## src/rtl/truth_table_checker_settle_timer.sv

```systemverilog
// Settle timer: counts enabled clock edges and flags the last settle cycle,
// i.e. expired is high while the count equals term_cnt-1.
module settle_timer #(
    parameter int WIDTH = 4
) (
    input  logic             clk,
    input  logic             rst,
    input  logic             clr,
    input  logic             en,
    input  logic [WIDTH-1:0] term_cnt,
    output logic             expired
);

    logic [WIDTH-1:0] r_count;

    // Edge counter; clr has priority so every settle window starts from zero.
    // NOTE: sequential state uses non-blocking (<=) so all flops update together at the edge.
    always_ff @(posedge clk or posedge rst) begin
        if (rst) begin
            r_count <= '0;
        end else if (clr) begin
            r_count <= '0;
        end else if (en) begin
            r_count <= r_count + WIDTH'(1);
        end
    end

    assign expired = (r_count == (term_cnt - WIDTH'(1)));

endmodule

```

## config.mk

```make
export PLATFORM = sky130hd
export DESIGN_NAME = settle_timer
export DESIGN_NICKNAME = d
export VERILOG_FILES = /design/src/rtl/truth_table_checker_settle_timer.sv
export SDC_FILE = /design/constraint.sdc
export NUM_CORES = 1
export LEC_CHECK = 0
export ABC_AREA = 1
export CAP_MARGIN = 20
export CORE_MARGIN = 5
export CORE_UTILIZATION = 25
export CTS_BUF_LIST = sky130_fd_sc_hd__clkbuf_4
export CTS_CLUSTER_DIAMETER = 200
export DETAILED_ROUTE_END_ITERATION = 8
export PLACE_DENSITY = 0.48
export SLEW_MARGIN = 0
export SYNTH_ARGS = -nofsm -noshare
export SYNTH_HDL_FRONTEND = slang
export SYNTH_SLANG_ARGS = --single-unit
export TNS_END_PERCENT = 30
```

## constraint.sdc

```tcl
create_clock -name clk -period 2 [get_ports clk]
set_input_delay 0.4 -clock clk [delete_from_list [all_inputs] [get_ports clk]]
set_output_delay 0.4 -clock clk [all_outputs]
set_load 0.02 [all_outputs]
```

==> results of run 1 <==
## routing by layer
metal	share of wire (%)	routed length, um	track usage, %	up-vias
met3	6.1	41	2.30	0
met4	0	0	6.63	0
li1	-	-	-	202
met5	0	0	0	-
met1	47	316	9.07	135
met2	46	311	10.4	8
## critical path, delay by kind of cell
family / cells / cell delay (ps)
buf+inv: 3 / 680
simple gates: 5 / 340
## cell families after synthesis
family,share of synthesized area [%]
simple gates,43.2
buf+inv,15.1
flops,28.8
fa+ha+maj,7.19
compound gates,5.75
## worst paths after layout
path                       slack (ps)  depth (start not counted)    endpoint
min in group clk                  560                          2  r_count[1]
setup reg to reg                 1030                          3  r_count[1]
hold reg to reg                   560                          2  r_count[1]
setup / recovery                  170                          8     expired
hold / removal                    340                          2  r_count[2]
max in group asynchronous        1510                          2  r_count[0]
## placed cells by master (no fill, tap or decap)
master	instances
nor2_1	3
buf_6	1
ha_1	1
o21ai_0	1
dlygate4sd2_1	2
a21oi_1	3
dfrtp_1	4
buf_4	2
nand3_1	4
nor2_2	3
clkbuf_4	3
inv_2	5
clkdlybuf4s50_1	5
inv_1	9
nand3_2	1
nand2_1	24
ha_4	1
## area by class of cell
type | instances | area, um^2
fillers | 150 | 806
inverters | 14 | 52.6
flip-flops and latches | 4 | 100
well taps | 15 | 18.8
multi-input cells | 41 | 208
repair buffers | 10 | 93.8
clock buffers | 3 | 22.5
## power breakdown
part	switching (mW)	internal [mW]	total [mW]
clock	0.0306	0.0669	0.0976
sequential	0.0206	0.0975	0.118
combinational	0.0637	0.0544	0.118
total	0.115	0.219	0.334
## Yosys cell counts (all sizes together)
| master | n | area (um^2) |
|---|---|---|
| o21ai | 1 | 5.00 |
| ha | 2 | 25.0 |
| dfrtp | 4 | 100 |
| inv | 14 | 52.6 |
| nand3 | 5 | 30.0 |
| nand2 | 24 | 90.1 |
| nor2 | 6 | 30.0 |
| a21oi | 3 | 15.0 |
==> results.cfg, run 1 <==
[logic_synthesis]
yosys_warnings = 0
synthCells = 59
post_synth_num_cell_types = 11
syn_avg_cell_area_um2 = 5.90
syn_area_um2 = 348
yosysSeqAreaShare_pct = 28.8
synth_nets = 69
synth-seq-cells = 4

[cts]
cts_inserted_buffers = 3
clk_latency_ps = 230
htreeDepth = 1
clkSinkCount = 4
clockBufferDepth = 2
cts_tree = built
cts.root.buffer_cell = clkbuf_4
path_clk_slew_ps = 40
postCtsSetupRepairBufs = 0
cts_resized = 9
holdBufCountCts = 0

[sta]
fmax_mhz = 546
tightestPinTransition_ps = 160
setup_viol = 0
whs_ps = 339
hold_viol_final = 0
grt_setup_unrepaired = no
clock_skew_ps = 7.08
setup_ws_ps = 169
slew_headroom_pct = 89.3
final.period_utilization_pct = 91.6
fin_crit_ps = 1830
maxSlewViolCount = 0
final.setup.tns_ps = 0

[place]
dpl_cell_area_um2 = 462
routabilityCongestion = 0.744
place_inst = 84
port_buffers = 8
post-place-ws_ps = -605
hpwl_um = 558

[finish]
drive_above_1_share_pct = 22.2
largest_reg_flops = 4
n_antenna_cell = 0
max_flop_register = r_count
largestRegisters = r_count (4)
utilization_pct = 38.1
area_growth_pct = 42.4
fin_area_um2 = 495
nets = 84
final_cells = 87

[floorplanning]
dieArea_um2 = 2240
rows = 13
io_pins = 9
initial_utilization_pct = 26.7
die_y_um = 47.3
core_um2 = 1300
die_w_um = 47.3

[global_route]
grt.overflow.total = 0
grt_pass1_wl_um = 1130
grt_max_degree = 6
grt_pass1_vias = 304
grt_usage_pct = 7.48
antenna_found_initial = 0

[pwr]
power_uw = 334
vdd_drop_max_uv = 465
p_per_area_nw_per_um2 = 673
power_leakage_nw = 0.281

[routing]
wire_per_inst_um = 7.69
num_vias = 345
wl_um = 669
vias_per_cell = 3.97
first_iter_violations = 5
drtAntennaViolNets = 0
firstDrtPassIters = 4
route.detailed.drc = 0

[setup_path]
cp-start-kind = input port
critPathMaxStageDelay_ps = 500
cp_common_cell = nand2_1
endpoint_kind = output pin
rr_startpoint = r_count[0]
cp_max_fo = 3
crit_start = term_cnt[3]
required_ps = 1600
criticalPathCategory = input port to output pin
path_cells = clkdlybuf4s50_1, inv_1, nand2_1, nand2_1, nand2_1, nand3_2, nor2_2, buf_6
cp_slowest_cell = clkdlybuf4s50_1
critPathArrivalTime_ps = 1430

[outcome]
status = finished, final reports clean

[job]
cap_viol_max_count = 0

[worst_hold_path]
hold_class = input port to asynchronous set/reset pin
Power figures use the tool's default switching activity.
==> run 2: changes to the inputs <==
--- a/config.mk
+++ b/config.mk
@@ -12,7 +12,7 @@
 export CTS_BUF_LIST = sky130_fd_sc_hd__clkbuf_4
 export CTS_CLUSTER_DIAMETER = 200
 export DETAILED_ROUTE_END_ITERATION = 8
-export PLACE_DENSITY = 0.48
+export PLACE_DENSITY = 0.47
 export SLEW_MARGIN = 0
 export SYNTH_ARGS = -nofsm -noshare
 export SYNTH_HDL_FRONTEND = slang
==> run 2 against run 1 <==
Effect of this change:
- total power is 0.59% higher
- setup slack better by 6.1 ps
- sequential cell count stayed put
- combinational power hardly changed
- sequential share of layout area stayed put
- global-route usage is 1.0 points higher
- final area stayed put
==> results.cfg, run 2 (synthesis gave the netlist of run 1 again) <==
[floorplanning]
initial_utilization_pct = 26.7
rows = 13
die_y_um = 47.3
core_um2 = 1300
dieArea_um2 = 2240
io_pins = 9
die_w_um = 47.3

[finish]
fillers = 153
n_antenna_cell = 0
multiInputGateArea_um2 = 208
drive_above_1_share_pct = 22.2
largest_reg_flops = 4
nets = 84
utilization_pct = 38.1
max_flop_register = r_count
largestRegisters = r_count (4)
mostFrequentLayoutCell = nand2_1
layout_common_cells = 24 x nand2_1, 9 x inv_1, 5 x inv_2, 5 x clkdlybuf4s50_1
area_growth_pct = 42.4
seqCellArea_um2 = 100
final_cells = 87

[pwr]
power.share.combinational_pct = 35.8
p_sw_uw = 116
p_per_area_nw_per_um2 = 677
seqPwrFrac_pct = 35.2
power_leakage_nw = 0.281
switching_share_pct = 34.7
power_uw = 336
clockPowerShare_pct = 29.0
internal-power_uw = 219
vdd_drop_max_uv = 317

[setup_path]
cp_common_cell = nand2_1
criticalPathCategory = input port to output pin
cp_max_fo = 3
endpoint_kind = output pin
path_cells = clkdlybuf4s50_1, inv_1, nand2_1, nand2_1, nand2_1, nand3_2, nor2_2, buf_6
cp-start-kind = input port
critPathMaxStageDelay_ps = 490
critPathArrivalTime_ps = 1430
cp_slowest_cell = clkdlybuf4s50_1
required_ps = 1600

[routing]
wire_per_inst_um = 8.24
drtAntennaViolNets = 0
wl_um = 717
first_iter_violations = 3
firstDrtPassIters = 4
vias_per_cell = 4.06
route.detailed.drc = 0
num_vias = 353

[global_route]
grt.overflow.total = 0
grt_max_degree = 6
grt_usage_pct = 8.49
grt_pass1_vias = 345
grt_pass1_wl_um = 1260
antenna_found_initial = 0

[cts]
postCtsSetupRepairBufs = 0
clkSinkCount = 4
cts_tree = built
clockBufferDepth = 2
htreeDepth = 1
clk_latency_ps = 230
path_clk_slew_ps = 40
cts.root.buffer_cell = clkbuf_4
cts_inserted_buffers = 3

[sta]
fmax_mhz = 548
setup_ws_ps = 175
slew_headroom_pct = 89.1
setup_viol = 0
maxSlewViolCount = 0
clock_skew_ps = 2.67
hold_viol_final = 0
final.period_utilization_pct = 91.3
tightestPinTransition_ps = 164
final.setup.tns_ps = 0
fin_crit_ps = 1830
grt_setup_unrepaired = no

[worst_hold_path]
hold_class = input port to asynchronous set/reset pin

[place]
routabilityCongestion = 0.726
hpwl_um = 594
place_inst = 84
post-place-ws_ps = -587
port_buffers = 8

[job]
cap_viol_max_count = 0

[outcome]
status = finished, final reports clean
==> run 2: cell counts in the layout (fill, tap and decap cells not counted) <==
Identical to the previous run, type by type.
==> run 2: timing repair <==
action / in CTS / in global routing
gates resized for setup: 9 / 0
hold buffers: 0 / 0
setup endpoints to repair: 1 / 0
==> run 2: critical path, delay by kind of cell <==
family | cells | cell delay, ps
and+or+nand+nor | 5 | 350
buffers and inverters | 3 | 670
==> run 2: layout make-up <==
cell class                      instances  area share, %
Clock buffer                            3           4.55
Inverter                               14           10.6
Multi-Input combinational cell         41           41.9
Sequential cell                         4           20.2
Tap cell                               15           3.79
Timing Repair Buffer                   10           18.9
==> run 2: stage by stage <==
step           hold WS [ps]  cell area [um^2]
5_1_grt                 336               495
3_5_place_dp            560               462
6_report                341               495
3_3_place_gp            562               462
2_1_floorplan           166               348
4_1_cts                 333               495
==> run 2: worst paths after layout <==
| kind | start | cells past startpoint | to | slack, ps |
|---|---|---|---|---|
| max | term_cnt[3] | 8 | expired | 170 |
| min | rst | 2 | r_count[3] | 340 |
| max reg2reg | r_count[0] | 4 | r_count[2] | 1030 |
| min reg2reg | r_count[2] | 2 | r_count[2] | 570 |
| max in group asynchronous | rst | 2 | r_count[0] | 1520 |
| min in group clk | r_count[2] | 2 | r_count[2] | 570 |
==> run 2: layer usage <==
layer | share of wire [%] | global-route usage (%) | routed length [um]
met5 | 0 | 0 | 0
met1 | 48 | 9.34 | 341
met4 | 0 | 8.29 | 0
met2 | 47 | 12.8 | 335
met3 | 5.4 | 2.30 | 39
==> run 2: power by group through the flow <==
stage	clock, mW	combinational [mW]	sequential, mW
after floorplan	0	0.0807	0.114
after global placement	0	0.120	0.119
after detailed placement	0	0.120	0.119
after CTS	0.105	0.122	0.118
after global routing	0.115	0.141	0.120
final	0.0974	0.120	0.118
==> run 3: changes to the inputs <==
--- a/config.mk
+++ b/config.mk
@@ -5,14 +5,13 @@
 export SDC_FILE = /design/constraint.sdc
 export NUM_CORES = 1
 export LEC_CHECK = 0
-export ABC_AREA = 1
 export CAP_MARGIN = 20
-export CORE_MARGIN = 5
-export CORE_UTILIZATION = 25
+export CORE_AREA = 5 5 42 44
 export CTS_BUF_LIST = sky130_fd_sc_hd__clkbuf_4
 export CTS_CLUSTER_DIAMETER = 200
 export DETAILED_ROUTE_END_ITERATION = 8
-export PLACE_DENSITY = 0.47
+export DIE_AREA = 0 0 47 49
+export PLACE_DENSITY = 0.42
 export SLEW_MARGIN = 0
 export SYNTH_ARGS = -nofsm -noshare
 export SYNTH_HDL_FRONTEND = slang
==> run 3 against run 2 <==
Effect of this change:
- clock power up 9%
- worst hold slack better by 9.8 ps
- combinational power down 52%
- synthesized cell count down 54%
- via count down 37%
- sequential power down 23%
- maximum frequency down 2.9%
- non-clock buffer count up 1
- final cell count down 34%
- global-route usage down 2.0 points
- first-iteration DRC count up 33%
- setup slack worse by 55 ps
- largest power group is now clock
==> results.cfg, run 3 <==
[logic_synthesis]
synth_nets = 37
syn_area_um2 = 267
synthSimpleGateAreaFrac_pct = 15.5
synthFlopType = dfrtp_1
synth_edf_count = 0
synth-seq-cells = 4
async_flop_share_pct = 100
synth_adder_area_share_pct = 9.39
post_synth_num_cell_types = 11
yosysSeqAreaShare_pct = 37.6
synth.area.top_cells = dfrtp_1 38%, xnor2_1 23%, ha_1 9.4%
synth_compound_area_share_pct = 0
synth_xor_area_share_pct = 29.6
synthTopCellsByCount = 7 x xnor2_1, 4 x dfrtp_1, 4 x nor2_1
syn_avg_cell_area_um2 = 9.87
synthCells = 27
synth.area.mux_share_pct = 3.76
synth_top_family_by_area = XOR/XNOR gates
synth_top_area_share_pct = 37.6
yosys_warnings = 0
post-synth-top-count-cell = xnor2_1
yosysTopAreaCell = dfrtp_1

[worst_hold_path]
hold_class = input port to asynchronous set/reset pin

[floorplanning]
rows = 14
die_y_um = 49
io_pins = 9
die_w_um = 47
core_um2 = 1400
initial_utilization_pct = 19.0
dieArea_um2 = 2300

[outcome]
status = finished, final reports clean

[cts]
clk_latency_ps = 240
path_clk_slew_ps = 40
htreeDepth = 1
holdBufCountCts = 0
cts.root.buffer_cell = clkbuf_4
cts_inserted_buffers = 3
postCtsSetupRepairBufs = 0
cts_tree = built
clkSinkCount = 4
clockBufferDepth = 2

[finish]
nets = 53
n_antenna_cell = 0
final_cells = 57
mostFrequentLayoutCell = xnor2_1
largestRegisters = r_count (4)
layout_common_cells = 6 x xnor2_1, 4 x nor2_1, 4 x dfrtp_1
fin_area_um2 = 438
max_flop_register = r_count
fillers = 152
largest_reg_flops = 4
drive_above_1_share_pct = 24.4
area_growth_pct = 64.3

[routing]
firstDrtPassIters = 3
wire_per_inst_um = 10.5
wl_um = 601
vias_per_cell = 3.89
num_vias = 222
first_iter_violations = 4
route.detailed.drc = 0
drtAntennaViolNets = 0

[global_route]
antenna_found_initial = 0
grt_pass1_vias = 255
grt_max_degree = 5
grt_usage_pct = 6.49
grt_pass1_wl_um = 1040
grt.overflow.total = 0

[sta]
clock_skew_ps = 1.47
whs_ps = 351
maxSlewViolCount = 0
hold_viol_final = 0
slew_headroom_pct = 85.2
fmax_mhz = 532
tightestPinTransition_ps = 219
setup_ws_ps = 120
final.setup.tns_ps = 0
fin_crit_ps = 1880
setup_viol = 0
final.period_utilization_pct = 94.0
grt_setup_unrepaired = no

[place]
post-place-ws_ps = -689
hpwl_um = 479
place_inst = 54
dpl_cell_area_um2 = 389
port_buffers = 8
routabilityCongestion = 0.624

[setup_path]
rr_startpoint = r_count[0]
cp-start-kind = input port
endpoint_kind = output pin
crit_start = term_cnt[0]
required_ps = 1600
criticalPathCategory = input port to output pin
cp_max_fo = 2
critPathArrivalTime_ps = 1480

[pwr]
vdd_drop_max_uv = 161
power_leakage_nw = 0.205
p_per_area_nw_per_um2 = 582

[job]
cap_viol_max_count = 0
## run 3: cell types whose count changed after synthesis, moves of 2 or more
cell,before,now
nand2_1,24,1
inv_1,9,3
nor2_2,3,0
xor2_1,0,2
nand3_1,4,0
xnor2_1,0,7
a21oi_1,3,0
inv_2,5,0
## run 3: where the power goes
part	total (mW)	switching, mW	internal (mW)	leakage, nW
registers	0.0912	0.00579	0.0855	0.0544
logic	0.0577	0.0241	0.0336	0.137
clock network	0.106	0.0384	0.0675	0.0138
total	0.255	0.0683	0.187	0.205
## run 3: logic make-up (layout without fill, tap and decap cells)
logic type,after synthesis,after routing
fa+ha+maj,2,2
buf+inv,3,17
flops,4,4
simple gates,8,8
mux,1,1
xor+xnor,9,9
## run 3: final cells by class
class | instances | area [um^2] | share of cell area (%)
Inverter | 3 | 11.3 | 2.57
Tap cell | 16 | 20.0 | 4.57
Timing Repair Buffer | 11 | 103 | 23.4
Sequential cell | 4 | 100 | 22.9
Clock buffer | 3 | 22.5 | 5.14
Multi-Input combinational cell | 20 | 181 | 41.4
## run 3: path summary, 6_finish.rpt
path | slack [ps] | endpoint | cells after the start
worst max-delay path | 120 | expired | 6
worst min-delay path | 350 | r_count[1] | 2
worst max register to register | 970 | r_count[1] | 3
worst min register to register | 590 | r_count[2] | 2
max in group asynchronous | 1490 | r_count[2] | 2
min in group clk | 590 | r_count[2] | 2
## run 3: worst max-delay path, stage by stage
cell and delay (ps):
clkdlybuf4s15_1 190, inv_1 70, ha_4 230, xnor2_1 110, nor4_1 250, buf_2 210
## run 3: layer usage
metal | GRT usage (%) | vias up | wire length [um]
met4 | 2.76 | 0 | 0
li1 | - | 116 | -
met5 | 0 | - | 0
met1 | 7.30 | 95 | 281
met2 | 8.82 | 11 | 241
met3 | 5.17 | 0 | 77
## run 3: metrics by stage
| stage | utilization, % | power, mW |
|---|---|---|
| floorplan | - | 0.120 |
| global placement | 27.8 | 0.147 |
| detailed placement | 27.8 | 0.148 |
| CTS | 28.8 | 0.253 |
| global route | 31.3 | 0.269 |
| finish | 31.3 | 0.255 |
## run 3: repair_timing
| action | in CTS | in global routing |
|---|---|---|
| setup endpoints to repair | 1 | 1 |
| pin swaps | 2 | 3 |
| gates cloned | 0 | 0 |
| gates resized for setup | 9 | 6 |
